`config.mk`:
```
export PLATFORM = sky130hd
export DESIGN_NAME = id_ex_stage
export DESIGN_NICKNAME = d
export VERILOG_FILES = /design/src/rtl/id_ex_stage.sv
export SDC_FILE = /design/constraint.sdc
export NUM_CORES = 1
export LEC_CHECK = 0
export CORE_AREA = 2 2 126 128
export DETAILED_ROUTE_END_ITERATION = 16
export DIE_AREA = 0 0 128 130
export PLACE_DENSITY = 0.93
export SYNTH_ARGS = -nofsm -noshare
export SYNTH_HDL_FRONTEND = slang
export SYNTH_SLANG_ARGS = --single-unit
```
`constraint.sdc`:
```
create_clock -name clk -period 3.3 [get_ports clk]
set_input_delay 0.66 -clock clk [delete_from_list [all_inputs] [get_ports clk]]
set_output_delay 0.66 -clock clk [all_outputs]
set_load 0.1 [all_outputs]
```
`src/rtl/id_ex_stage.sv`:
```
// ID/EX pipeline register with load-use hazard detection, bubble injection and flush.
// Optional perf counters (bubbles, flushed instructions) when ID_EX_PERF_EN is defined.
module id_ex_stage #(
    parameter int unsigned DATA_W = 32,
    parameter int unsigned REG_AW = 5,
    parameter int unsigned CNT_W  = 16
) (
    input  logic              clk,
    input  logic              rst_n,
    input  logic              id_valid_i,
    input  logic [7:0]        id_ctrl_i,
    input  logic [DATA_W-1:0] id_pc_i,
    input  logic [DATA_W-1:0] id_rd1_i,
    input  logic [DATA_W-1:0] id_rd2_i,
    input  logic [DATA_W-1:0] id_imm_i,
    input  logic [REG_AW-1:0] id_rs1_i,
    input  logic [REG_AW-1:0] id_rs2_i,
    input  logic [REG_AW-1:0] id_rd_i,
    input  logic [3:0]        id_funct_i,
    input  logic              flush_i,
    output logic              stall_o,
    output logic              ex_valid_o,
    output logic [7:0]        ex_ctrl_o,
    output logic [DATA_W-1:0] ex_pc_o,
    output logic [DATA_W-1:0] ex_rd1_o,
    output logic [DATA_W-1:0] ex_rd2_o,
    output logic [DATA_W-1:0] ex_imm_o,
    output logic [REG_AW-1:0] ex_rs1_o,
    output logic [REG_AW-1:0] ex_rs2_o,
    output logic [REG_AW-1:0] ex_rd_o,
    output logic [3:0]        ex_funct_o
`ifdef ID_EX_PERF_EN
    ,
    output logic [CNT_W-1:0]  bubble_cnt_o,
    output logic [CNT_W-1:0]  flush_cnt_o
`endif
);

    localparam int unsigned MemReadBit = 4;

    if (CNT_W == 0) begin : g_bad_cnt_w
        $error("CNT_W must be at least 1");
    end

    logic              ex_valid_q, ex_valid_d;
    logic [7:0]        ex_ctrl_q, ex_ctrl_d;
    logic [DATA_W-1:0] ex_pc_q, ex_rd1_q, ex_rd2_q, ex_imm_q;
    logic [REG_AW-1:0] ex_rs1_q, ex_rs2_q, ex_rd_q;
    logic [3:0]        ex_funct_q;

    logic rd_match;
    logic lu;
    logic load;

    assign rd_match = (ex_rd_q == id_rs1_i) || (ex_rd_q == id_rs2_i);
    assign lu       = ex_valid_q && ex_ctrl_q[MemReadBit] && id_valid_i
                      && (ex_rd_q != '0) && rd_match;
    assign stall_o  = rst_n && lu && !flush_i;
    assign load     = id_valid_i && !flush_i && !lu;

    // A bubble zeroes the whole control bundle so EX/MEM sees no side effects.
    always_comb begin
        ex_valid_d = load;
        ex_ctrl_d  = load ? id_ctrl_i : 8'h00;
    end

    always_ff @(posedge clk or negedge rst_n) begin
        if (!rst_n) begin
            ex_valid_q <= 1'b0;
            ex_ctrl_q  <= 8'h00;
        end else begin
            ex_valid_q <= ex_valid_d;
            ex_ctrl_q  <= ex_ctrl_d;
        end
    end

    // Data fields only move on a real load; a bubble leaves them untouched.
    always_ff @(posedge clk or negedge rst_n) begin
        if (!rst_n) begin
            ex_pc_q    <= '0;
            ex_rd1_q   <= '0;
            ex_rd2_q   <= '0;
            ex_imm_q   <= '0;
            ex_rs1_q   <= '0;
            ex_rs2_q   <= '0;
            ex_rd_q    <= '0;
            ex_funct_q <= '0;
        end else if (load) begin
            ex_pc_q    <= id_pc_i;
            ex_rd1_q   <= id_rd1_i;
            ex_rd2_q   <= id_rd2_i;
            ex_imm_q   <= id_imm_i;
            ex_rs1_q   <= id_rs1_i;
            ex_rs2_q   <= id_rs2_i;
            ex_rd_q    <= id_rd_i;
            ex_funct_q <= id_funct_i;
        end
    end

    assign ex_valid_o = ex_valid_q;
    assign ex_ctrl_o  = ex_ctrl_q;
    assign ex_pc_o    = ex_pc_q;
    assign ex_rd1_o   = ex_rd1_q;
    assign ex_rd2_o   = ex_rd2_q;
    assign ex_imm_o   = ex_imm_q;
    assign ex_rs1_o   = ex_rs1_q;
    assign ex_rs2_o   = ex_rs2_q;
    assign ex_rd_o    = ex_rd_q;
    assign ex_funct_o = ex_funct_q;

`ifdef ID_EX_PERF_EN
    logic             bubble_inc, flush_inc;
    logic [CNT_W-1:0] bubble_cnt_q, bubble_cnt_d;
    logic [CNT_W-1:0] flush_cnt_q, flush_cnt_d;

    assign bubble_inc = lu && !flush_i;
    assign flush_inc  = flush_i && id_valid_i;

    // Saturating counters: hold at all-ones instead of wrapping.
    always_comb begin
        bubble_cnt_d = bubble_cnt_q;
        flush_cnt_d  = flush_cnt_q;
        if (bubble_inc && (bubble_cnt_q != '1)) begin
            bubble_cnt_d = bubble_cnt_q + 1'b1;
        end
        if (flush_inc && (flush_cnt_q != '1)) begin
            flush_cnt_d = flush_cnt_q + 1'b1;
        end
    end

    always_ff @(posedge clk or negedge rst_n) begin
        if (!rst_n) begin
            bubble_cnt_q <= '0;
            flush_cnt_q  <= '0;
        end else begin
            bubble_cnt_q <= bubble_cnt_d;
            flush_cnt_q  <= flush_cnt_d;
        end
    end

    assign bubble_cnt_o = bubble_cnt_q;
    assign flush_cnt_o  = flush_cnt_q;
`endif

endmodule

```
# Word level (Yosys, flattened, before mapping)
# Index checks and enable logic that the tools add are counted.
# op_classes
eq_ne	2
n_mux	1
reduce_logical	12
# ops
operator	n
$eq A5 B5 Y1	2
$logic_and A1 B1 Y1	8
$mux W8	1
$reduce_bool A5 Y1	1
$logic_not A1 Y1	2
$logic_or A1 B1 Y1	1
# totals
word_cells	25
in_bits	159
regBits	156

# Depth between registers and ports, before layout
# depth
depth_word	7
ltp_mapped	7
depth_no_buf	5

# Worst setup path before layout
# OpenSTA, ideal clock, no wires.
# synth_path
path_type	flip-flop to output port
start	register ex_rd_q[0] (netlist: ex_rd_o[0])
end	output port stall_o
stages_incl_launch_ff	5
n_path_buf	0
arrival_time_ps	2351
path_slack_ps	289
required_time_ps	2640
cell_sequence	dfrtp_1 > xnor2_1 > nand3_1 > o22ai_2 > and4b_1
# synth_between
elab_chain_cells	5
word_cells_on_any_way	8
# synth_rtl
element	line	text
start: declaration	48	logic [REG_AW-1:0] ex_rs1_q, ex_rs2_q, ex_rd_q;
start signal: assignment	95	ex_rd_q <= id_rd_i;
$eq A5 B5 Y1 or $reduce_bool A5 Y1 (tied branches)	55, 57	
$logic_or A1 B1 Y1 or $logic_and A1 B1 Y1 (tied branches)	55, 57	
$logic_and A1 B1 Y1 *	57	&& (ex_rd_q != '0) && rd_match;
$logic_and A1 B1 Y1 * (2 in series)	58	assign stall_o = rst_n && lu && !flush_i;
end: declaration	21	output logic stall_o,
# Mark *: on every way between the ends. The rest lies on a longest branch, timed or not.

# Worst setup path in the final report
# layout_path
start	input port id_rs1_i[0]
end	output port stall_o
# layout_between
elab_chain_cells	5
# layout_rtl
element	line	text
start: declaration	16	input logic [REG_AW-1:0] id_rs1_i,
$eq A5 B5 Y1	55	assign rd_match = (ex_rd_q == id_rs1_i) || (ex_rd_q == id_rs2_i);
$logic_or A1 B1 Y1	55	
$logic_and A1 B1 Y1	57	
$logic_and A1 B1 Y1 (2 in series)	58	
# No other way between the ends.

==> results.txt <==
----------------------------------------------------
[Run status]
  Result of the run ... finished clean

[Min path]
  Worst min-delay path category ... in -> async

[Floorplanning]
  Initial core utilization ... 42.66%
  Floorplan die area ... 16640 um2
  Height of the die ... 130 um
  Die width ... 128 um
  Core ar. ... roughly 15000 um2
  Ports placed on the boundary ... roughly 320
  Total number of placement rows ... 46

[Power and ir drop]
  Design Power ... between 7 and 8 mW
  Max rail drop VDD ... 0.0004188 V
  Leakage Power ... approximately 4.7 nW
  Power density over cell area ... just under 800 nW/um2

[Route]
  Detailed-route DRC error count ... 0
  Routed length per placed instance ... ~19 um
  Violation count after the first detailed-route iteration ... ~160
  DRT Pass-1 Iters ... 4
  Routed Antenna Nets ... 0
  Routed vias/inst ... ~4.8
  Wire length after detailed routing ... between 15 and 20 mm
  Number of vias in the routed layout ... between 4000 and 5000

[Critical path]
  Required time of the worst setup path ... between 2000 and 3000 ps
  Kind of critical path ... in -> out
  Critical path startpoint category ... input pin
  Critical Path AT ... roughly 2200 ps
  Category of the worst setup path capture point ... output port
  Number of cell instances on the worst register-to-register path ... 5
  Worst-path maximum fanout ... 2

[STA]
  Highest achievable clock rate ... between 300 and 400 MHz
  Transition time of the tightest slew-check pin ... ~860 ps
  Total negative setup slack ... 0 ps
  Setup Viol. Count Final ... 0
  Final clock period utilization by the worst path ... 85.30%
  Max Clock Skew ... around 7.3 ps
  Setup WS post-layout ... around 490 ps
  Post-layout min period ... between 2000 and 3000 ps
  Final Hold Fails ... 0
  Max_slew headroom ... roughly 43%
  Setup repair after global routing missed its margin ... false
  Final slew viol count ... 0
  Hold WS ... slightly below 400 ps

[Clock tree]
  Clk_lat worst skew ... 410 ps
  Clock transition at the register clock pins on the worst setup and hold paths after CTS ... around 60 ps
  Clock root buffer ... clkbuf_16
  Clock Tree Buf Depth ... 2
  Number of gates resized after cts ... 0
  CTS tree ... done
  Setup bufs post-CTS ... 0
  CTS sink cnt ... around 160
  TritonCTS buffer count ... 17
  Number of H-tree levels ... 4
  Count of hold buffers inserted by post-cts repair ... 0

[Finish]
  Share of layout cells above drive strength 1 ... between 40% and 50%
  Core Util, Final ... about two thirds
  Commonest non-fill, non-tap cell in the layout ... clkdlybuf4s50_1
  Final Instance Area ... between 10000 and 15000 um2
  Ant diodes ... 0
  Highest-count cells in the layout ignoring fill and taps ... 157 x clkdlybuf4s50_1, 156 x dfrtp_1, 156 x buf_4
  Area growth syn-to-layout ... 52.31%
  Number of cells in the finished layout apart from fillers ... just under 900
  Final-layout fill cell count ... ~1100
  Post-layout nets ... a little over 800

[Synth]
  Area share of and/or/nand/nor cells after synthesis ... about 1.5%
  Number of warning messages in the yosys log ... 0
  Synthesized-area fraction occupied by ao, oa, aoi and oai cells ... less than 1%
  Biggest area consumer among synthesized cells ... dfrtp_1
  Avg Inst Size Synth ... approximately 19 um2
  Total nets after synthesis ... just over 500
  Area fraction of the dominant cell type after synthesis ... approximately three fifths
  Post-synthesis adder-cell area fraction ... 0%
  Flip-flop and latch count after synthesis ... ~160
  Yosys cell types ... 17
  Register area share after synthesis ... 59.33%
  Gate count of the mapped netlist ... 350
  Most area-consuming cells after synthesis ... dfrtp_1 59%, mux2_4 30%, buf_12 4.3%
  Dominant combinational cell family by area after synthesis ... multiplexers
  Xor/xnor cell area share of the yosys netlist ... ~1.3%
  Multiplexer share of the synthesized area ... approximately 33%
  Netlist area before placement ... roughly 6600 um2

[Global route]
  First-pass GRT wire length ... approximately 25 mm
  GR Util All Layers ... approximately a fifth
  Grt total ovfl ... 0
  Vias in the first global route ... roughly 4600
  Initial antenna violation count ... 1
  Pin count of the biggest net entering global routing ... 157

[Place]
  Final weighted congestion of routability-driven global placement ... 0.7654
  Number of instances in the placed design ... 843
  Post-place setup slack ... 475.4 ps
  Instance area after placement ... between 9000 and 10000 um2
  Placed wire-length estimate ... approximately 12 mm
  Number of buffer cells added on primary ports ... about 320

[Run]
  Max-cap violations ... 0

----------------------------------------------------
-- layer usage --
layer / vias up / track usage, % / share of wire, %
li1: 1855 / - / -
met1: 2070 / 22.63 / 37
met2: 202 / 34.85 / 52
met3: 42 / 6.724 / 6.8
met4: 0 / 9.438 / 3.5
met5: - / 0 / 0
-- logic make-up (layout without fill, tap and decap cells) --
| kind of cell | count (synthesis) | in the layout |
|---|---|---|
| muxes | 147 | 147 |
| and+or+nand+nor | 17 | 17 |
| DFF | 156 | 156 |
| AOI/OAI and AO/OA | 3 | 3 |
| buffers and inverters | 17 | 350 |
| xor gates and xnor gates | 10 | 10 |
-- cells in the mapped netlist --
library cell,count
dfrtp_1,156
mux2_4,131
mux2_2,16
buf_12,14
xnor2_1,10
and2_1,8
nand3_1,3
buf_6,2
nand2_1,2
a21oi_1,1
a21oi_4,1
and4b_1,1
buf_4,1
nand2b_1,1
nor2_1,1
nor3_1,1
o22ai_2,1
-- critical path, cell delays in order --
cell	delay [ps]
clkdlybuf4s50_1	510
xnor2_1	130
nand3_1	110
o22ai_2	260
and4b_1	300
buf_12	190
-- flip-flops by register name, summed over array words and instances, names as in the netlist --
register,count
ex_pc_o,32
ex_ctrl_o,8
ex_rd2_o,32
ex_valid_o,1
ex_rs1_o,5
ex_rd1_o,32
ex_funct_o,4
ex_rd_o,5
ex_imm_o,32
ex_rs2_o,5
-- power by group --
part | internal [mW] | switching, mW | total [mW] | leakage (nW)
registers | 2.19 | 0.184 | 2.37 | 1.85
clock network | 1.45 | 0.798 | 2.25 | 0.326
logic | 0.890 | 2.40 | 3.29 | 2.52
total | 4.53 | 3.39 | 7.91 | 4.69
-- final cells by class --
class / count / area, um2 / area share, %
clock inverter: 12 / 231.5 / 2.310
multi-input combinational: 177 / 2366 / 23.61
sequential: 156 / 3904 / 38.95
clock buffer: 20 / 446.7 / 4.457
tap: 192 / 240.2 / 2.397
timing repair buffer: 318 / 2834 / 28.28
-- worst paths after layout --
check	endpoint	startpoint	slack, ps
setup reg to reg	ex_rd2_o[27]	ex_rd_o[1]	1120
max in group asynchronous	ex_pc_o[8]	rst_n	2250
min in group clk	ex_pc_o[17]	ex_pc_o[17]	510
hold reg to reg	ex_pc_o[17]	ex_pc_o[17]	510
hold / removal	ex_pc_o[15]	rst_n	390
setup / recovery	stall_o	id_rs1_i[0]	490
(Power assumes the default switching activity.)
